[config.mk]
export PLATFORM = sky130hd
export DESIGN_NAME = rr_grant_arbiter8
export DESIGN_NICKNAME = d
export VERILOG_FILES = /design/src/rtl/rr_grant_arbiter8.sv
export SDC_FILE = /design/constraint.sdc
export NUM_CORES = 1
export LEC_CHECK = 0
export BUFFER_PORTS_ARGS = -buffer_cell sky130_fd_sc_hd__buf_2
export CAP_MARGIN = 15
export CORE_ASPECT_RATIO = 0.6
export CORE_MARGIN = 2
export CORE_UTILIZATION = 30
export DETAILED_ROUTE_END_ITERATION = 12
export PLACE_DENSITY = 0.47
export SKIP_CTS_REPAIR_TIMING = 1
export SLEW_MARGIN = 15
export SYNTH_ARGS = -nofsm -noshare
export SYNTH_HDL_FRONTEND = slang
export SYNTH_SLANG_ARGS = --single-unit
[constraint.sdc]
create_clock -name clk -period 4 [get_ports clk]
set_clock_uncertainty 0.15 [all_clocks]
set_input_delay 0.8 -clock clk [delete_from_list [all_inputs] [get_ports clk]]
set_output_delay 0.8 -clock clk [all_outputs]
set_load 0.01 [all_outputs]
[src/rtl/rr_grant_arbiter8.sv]
// rr_grant_arbiter8 -- eight-requester round-robin arbiter with held grants.
//
// A grant is held until the owner releases it. The owner releases it by
// pulsing done or by dropping its request line. The next search then starts
// one past the previous owner. Every output is driven straight from a flop.
// Each change of owner is separated by one dead (no-grant) cycle.
//
// Optional feature: define ARB_TIMEOUT_EN to build a grant watchdog. The
// watchdog forces a release after TIMEOUT grant cycles and pulses timeout.
// When ARB_TIMEOUT_EN is undefined, timeout is tied low.
//
// Parameters
//   TIMEOUT   watchdog limit in cycles (2..255), used only with ARB_TIMEOUT_EN
// Ports
//   clk       clock, rising edge
//   rst       synchronous active-high reset
//   req[7:0]  request lines, held by each requester until served
//   done      release strobe from the current owner (ignored when idle)
//   gnt_idx   index of the current/last owner
//   gnt_valid a grant is active
//   gnt[7:0]  one-hot grant, zero when gnt_valid=0
//   timeout   one-cycle pulse on a watchdog-forced release
module rr_grant_arbiter8 #(
  parameter int unsigned TIMEOUT = 16
) (
  input  logic       clk,
  input  logic       rst,
  input  logic [7:0] req,
  input  logic       done,
  output logic [2:0] gnt_idx,
  output logic       gnt_valid,
  output logic [7:0] gnt,
  output logic       timeout
);

  generate
    if (TIMEOUT < 2 || TIMEOUT > 255) begin : g_bad_timeout
      $error("rr_grant_arbiter8: TIMEOUT out of range 2..255");
    end
  endgenerate

  typedef enum logic {IDLE, GRANT} state_t;

  state_t     state;
  logic [2:0] ptr;

  // Rotate the requests so that ptr lands on bit 0. A plain lowest-set-bit
  // search then gives the offset from ptr, and adding ptr back gives the
  // winning index. The 3-bit add wraps the index modulo 8.
  logic [15:0] req2;
  logic [7:0]  rot;
  logic [2:0]  off;
  logic        hit;
  logic [2:0]  sel;
  logic        rel;

  always_comb begin
    req2 = {req, req};
    rot  = 8'(req2 >> ptr);
    off  = 3'd0;
    hit  = 1'b0;
    for (int i = 7; i >= 0; i--) begin
      if (rot[i]) begin
        off = 3'(i);
        hit = 1'b1;
      end
    end
    sel = ptr + off;
    // Either cause releases the grant; when both occur together, they
    // count as a single release.
    rel = done | ~req[gnt_idx];
  end

`ifdef ARB_TIMEOUT_EN
  localparam logic [7:0] WD_LAST = 8'(TIMEOUT - 1);
  logic [7:0] wd_cnt;
`else
  assign timeout = 1'b0;
`endif

  always_ff @(posedge clk) begin
    if (rst) begin
      state     <= IDLE;
      ptr       <= 3'd0;
      gnt_idx   <= 3'd0;
      gnt_valid <= 1'b0;
      gnt       <= 8'h00;
`ifdef ARB_TIMEOUT_EN
      wd_cnt    <= 8'd0;
      timeout   <= 1'b0;
`endif
    end else begin
`ifdef ARB_TIMEOUT_EN
      timeout <= 1'b0;
`endif
      case (state)
        IDLE: begin
          if (hit) begin
            state     <= GRANT;
            gnt_idx   <= sel;
            gnt_valid <= 1'b1;
            gnt       <= 8'b1 << sel;
`ifdef ARB_TIMEOUT_EN
            wd_cnt    <= 8'd0;
`endif
          end
        end
        GRANT: begin
          if (rel) begin
            state     <= IDLE;
            gnt_valid <= 1'b0;
            gnt       <= 8'h00;
            ptr       <= gnt_idx + 3'd1;
`ifdef ARB_TIMEOUT_EN
          end else if (wd_cnt == WD_LAST) begin
            // A forced release has the same effect as a normal release,
            // including the pointer advance, and it flags the event.
            state     <= IDLE;
            gnt_valid <= 1'b0;
            gnt       <= 8'h00;
            ptr       <= gnt_idx + 3'd1;
            timeout   <= 1'b1;
          end else begin
            wd_cnt    <= wd_cnt + 8'd1;
`endif
          end
        end
        default: state <= IDLE;
      endcase
    end
  end

endmodule

# Word level (Yosys, flattened, before mapping)
# Cells that the tools add are included.
# classes
n_mux	27
n_eq_ne	2
add_sub_neg	2
n_reduce_logical	3
n_lt_le_gt_ge	1
n_bitwise	3
shifts	2
# op_table
op	n
$mux 3	8
$mux 8	2
$pmux 8 s2	1
$shr 16x3->8	1
$mux 1	13
$shl 1x3->8 const A	1
$reduce_and 2->1	3
$lt 3x4->1 const B	1
$pmux 1 s2	2
$add 3x1->3 const B	1
$add 3x3->3	1
$bmux 1 s3	1
$ne 2x1->1 const B	1
$ne 2x2->1 const B	1
$not 1->1	2
$or 1x1->1	1
# totals
regBits	16
wordCells	45
output_inout_bits	13

# Logic depth before layout (Yosys ltp)
# logic_depth
word_depth	13
ltp_mapped	15
ltp_nobuf	13

# Worst setup path after synthesis
# OpenSTA, ideal clock, no wires.
# synth_path
path_type	input-to-reg
startpoint	in req[2]
endpoint	reg gnt[1]
setup_slack_ps	335
cell_stages	13
n_path_buf	1
arrival_time_ps	3454
setup_time_ps	61
t_required_ps	3789
path_cell_list	clkbuf_1 > mux2_2 > mux2i_1 > a21boi_0 > a311o_1 > a22o_1 > ha_1 > inv_1 > fa_1 > inv_1 > a221o_2 > nor4_4 > a32o_1
# synth_between
elab_chain_len	13
word_cells_on_any_way	28
# synth_rtl
item	line_no	rtl
start, declared	28	input logic [7:0] req,
$shr 16x3->8	59	rot = 8'(req2 >> ptr);
$mux 3 (8 in a row)	63	if (rot[i]) begin
$add 3x3->3	68	sel = ptr + off;
$shl 1x3->8	102	gnt <= 8'b1 << sel;
$mux 8	98	if (hit) begin
$pmux 8 s2	96	case (state)
end signal, assigned	102	
end, declared	32	output logic [7:0] gnt,
# Several ways; a longest one is shown, not always the timed one. The select of a mux whose other input is x is not followed.
# A chain may end at the register's enable or synchronous reset.

# Worst setup path in the final report
# layout_path
startpoint	reg ptr[1]
endpoint	reg gnt[1]
# layout_between
elab_chain_len	13
word_cells_on_any_way	23
# layout_rtl
item	line_no	rtl
start, declared	45	logic [2:0] ptr;
start signal, assigned	113	ptr <= gnt_idx + 3'd1;
$shr 16x3->8	59	
$mux 3 (8 in a row)	63	
$add 3x3->3	68	
$shl 1x3->8	102	
$mux 8	98	
$pmux 8 s2	96	
# Several ways; a longest one is shown, not always the timed one. The select of a mux whose other input is x is not followed.

==> run metrics <==
Fill cells=478; GRT Residual Overflow=0; CP max stage delay=0.70 ns; row count=19; RSZ-0062 raised after global routing=false; diode count=0; Tmin final=3.62 ns; Mean Syn Cell Area=8.43 µm²; Post-Synth Adder-Cell Area=0.0316; largest net degree at the start of global routing=17; syn nets=between 150 and 200; Max Cap Viol=0; Hold Vio Cnt, Final=0; Worst-Margin Slew=0.589 ns; pwr dens=384 mW/mm²; Die H=57.4 µm; CTS sink cnt=16; global-route wire length before repair=5990 µm; worst skew pair latency=0.25 ns; synthesis-stage register bit count=16; CTS tree=done; Crit path top cell by count=o21ai_0; main area contributors after synthesis=dfxtp_1, mux2i_1, mux4_2, a21oi_1, nor2_1; nets=206; R2R Setup Slk=~0.38 ns; clock-pin transition on the worst setup and hold timing paths=0.06 ns; GRT Total Usage=0.139; Highest Clock Rate=276 MHz; H-tree depth=1; final WL=between 3000 and 4000 µm; Syn-to-layout area delta=16.2%; sequential area share after synthesis=0.225; CP Cell Sequence=mux2_2 > o21ai_0 > a21oi_1 > o21ai_0 > a22o_1 > ha_1 > inv_1 > fa_1 > a2111oi_1 > a221o_2 > nor4_4 > buf_4 > a32o_1; Starting Density=0.312; largest family of logic cells by synthesized area=compound AO/OA/AOI/OAI gates; Critical Path Fanout Max=16; die width=around 93 µm; antenna violations before repair=0; asr flop ratio synth=0; reg-to-reg endpoint=gnt[1]; total CTS buffers=3; buffers added on ports=22; Reg2Reg Depth=13; dpl hpwl=~2900 µm; crit end category=flip-flop; area share of and/or/nand/nor cells after synthesis=0.219; routability congestion estimate=0.853; initial DRC count=158; xor-xnor portion of the synthesized cell area=0.00615; WL met2=between 1500 and 2000 µm; Post-Place Cells=250; clk root buf=clkbuf_8; LEAKAGE=0.000657 µW; CTS Buffer Depth=2; Buf/Inv on CP=2; Finished Layout Cells=254; drt wl/cell=between 10 and 15 µm; Synth Area in Compound Gates=0.276; Met3 Wirelength=between 100 and 150 µm; CP top delay family=compound AO/OA/AOI/OAI gates; fin crit share=0.904; stages on the worst setup path=13; Critical Path End=gnt[1]; Slew headroom=0.607; Critical-path top delay cell=dfxtp_1; reg2reg start=ptr[1]; Antenna Nets Post-Route=0; Synth cell types=54; Synth top area share=0.225; Cells after Synth=169; multiplexer share of the synthesized area=0.162; die area=approximately 0.0053 mm²; top-count cell post-synth=nor2_1; Power, Total=635 µW; Detailed Routing Iterations Pass 1=4; top_reg_cell synth=dfxtp_1; highest routed layer=met4; vias per cell=5.29; DRT met1 WL=1820 µm; core area=about 0.0046 mm²; status=complete, no violations; Synth Warn #=0; io pins=24; worst endpoint data arrival time=3.61 ns; Crit. Startpoint=ptr[1]; mapped cell area=between 0.001 and 0.0015 mm²; worst min-delay path class=flip-flop to flip-flop; Worst Path Class, Setup=flip-flop to flip-flop; startpoint types=flip-flop; Post-synth EDFFs=0; Worst EP required=3.99 ns; share of layout cells above drive strength 1=0.277; VDD IR max=0.157 mV; Slew Limit Fails=0; area leader, netlist=dfxtp_1; Post-synth top cells=nor2_1, dfxtp_1, a21oi_1; DRC errors left=0; setup TNS=0 ns; via count=~1300; Final Setup Violations=0; vias in the first global route=between 1000 and 1500
[worst min-delay path: stages, from the launching register on]
cell and delay, ns:
dfxtp_1 0.31, inv_1 0.04, a21boi_0 0.06
[stage by stage]
step	worst slack (ns)	hold slack, ns	utilization	instance area (µm²)
finish	0.382	0.311	0.363	1660
global route	0.142	0.328	0.363	1660
CTS	0.388	0.313	0.363	1660
detailed placement	0.215	0.304	0.351	1600
global placement	0.216	0.294	0.351	1600
floorplan	0.335	0.329	-	1430
[sequential cells by signal, summed over array words and instances, names as in the netlist]
name and cells:
gnt_idx 3, gnt_valid 1, state 1, gnt 8, ptr 3
[report_power, final]
| group | total, µW | internal (µW) | switching [µW] |
|---|---|---|---|
| clock | 145 | 87.4 | 57.3 |
| sequential | 210 | 181 | 29.4 |
| combinational | 281 | 128 | 153 |
[logic make-up after synthesis]
family | Yosys count
and+or+nand+nor | 59
muxes | 17
AOI/OAI and AO/OA | 50
xor gates and xnor gates | 1
other | 1
DFF | 16
adders and majority gates | 3
buffers and inverters | 22
[worst min-delay path by stage]
stage | start | cells after the start | end | slack, ns
2_1_floorplan | gnt_valid | 2 | gnt_valid | 0.33
3_5_place_dp | gnt_valid | 2 | gnt_valid | 0.30
4_1_cts | gnt_valid | 2 | gnt_valid | 0.31
3_3_place_gp | gnt_valid | 2 | gnt_valid | 0.29
5_1_grt | gnt_valid | 2 | gnt_valid | 0.33
6_report | gnt_valid | 2 | gnt_valid | 0.31
[layout by cell type, fill, tap and decap left out, types with 6 or more instances in the layout]
cell / instances
buf_2: 22
nor2_1: 17
dfxtp_1: 16
a21oi_1: 13
nand2_1: 12
inv_1: 10
mux2i_1: 8
buf_4: 8
a32o_1: 6
o31ai_1: 6
nand3_1: 6
[cell type report]
class / count / area (µm²) / share of cell area
multi-input combinational: 131 / 993 / 0.600
sequential: 16 / 320 / 0.193
timing repair buffer: 30 / 170 / 0.103
tap: 63 / 78.8 / 0.0476
clock buffer: 4 / 55.1 / 0.0333
inverter: 10 / 37.5 / 0.0227
[per-layer routing]
layer / up-vias / global-route usage
met3: 2 / 0.0251
met5: - / 0
met4: 0 / 0.0189
met2: 31 / 0.211
li1: 679 / -
met1: 632 / 0.212
Note: power is estimated with default switching activity, not from simulation.
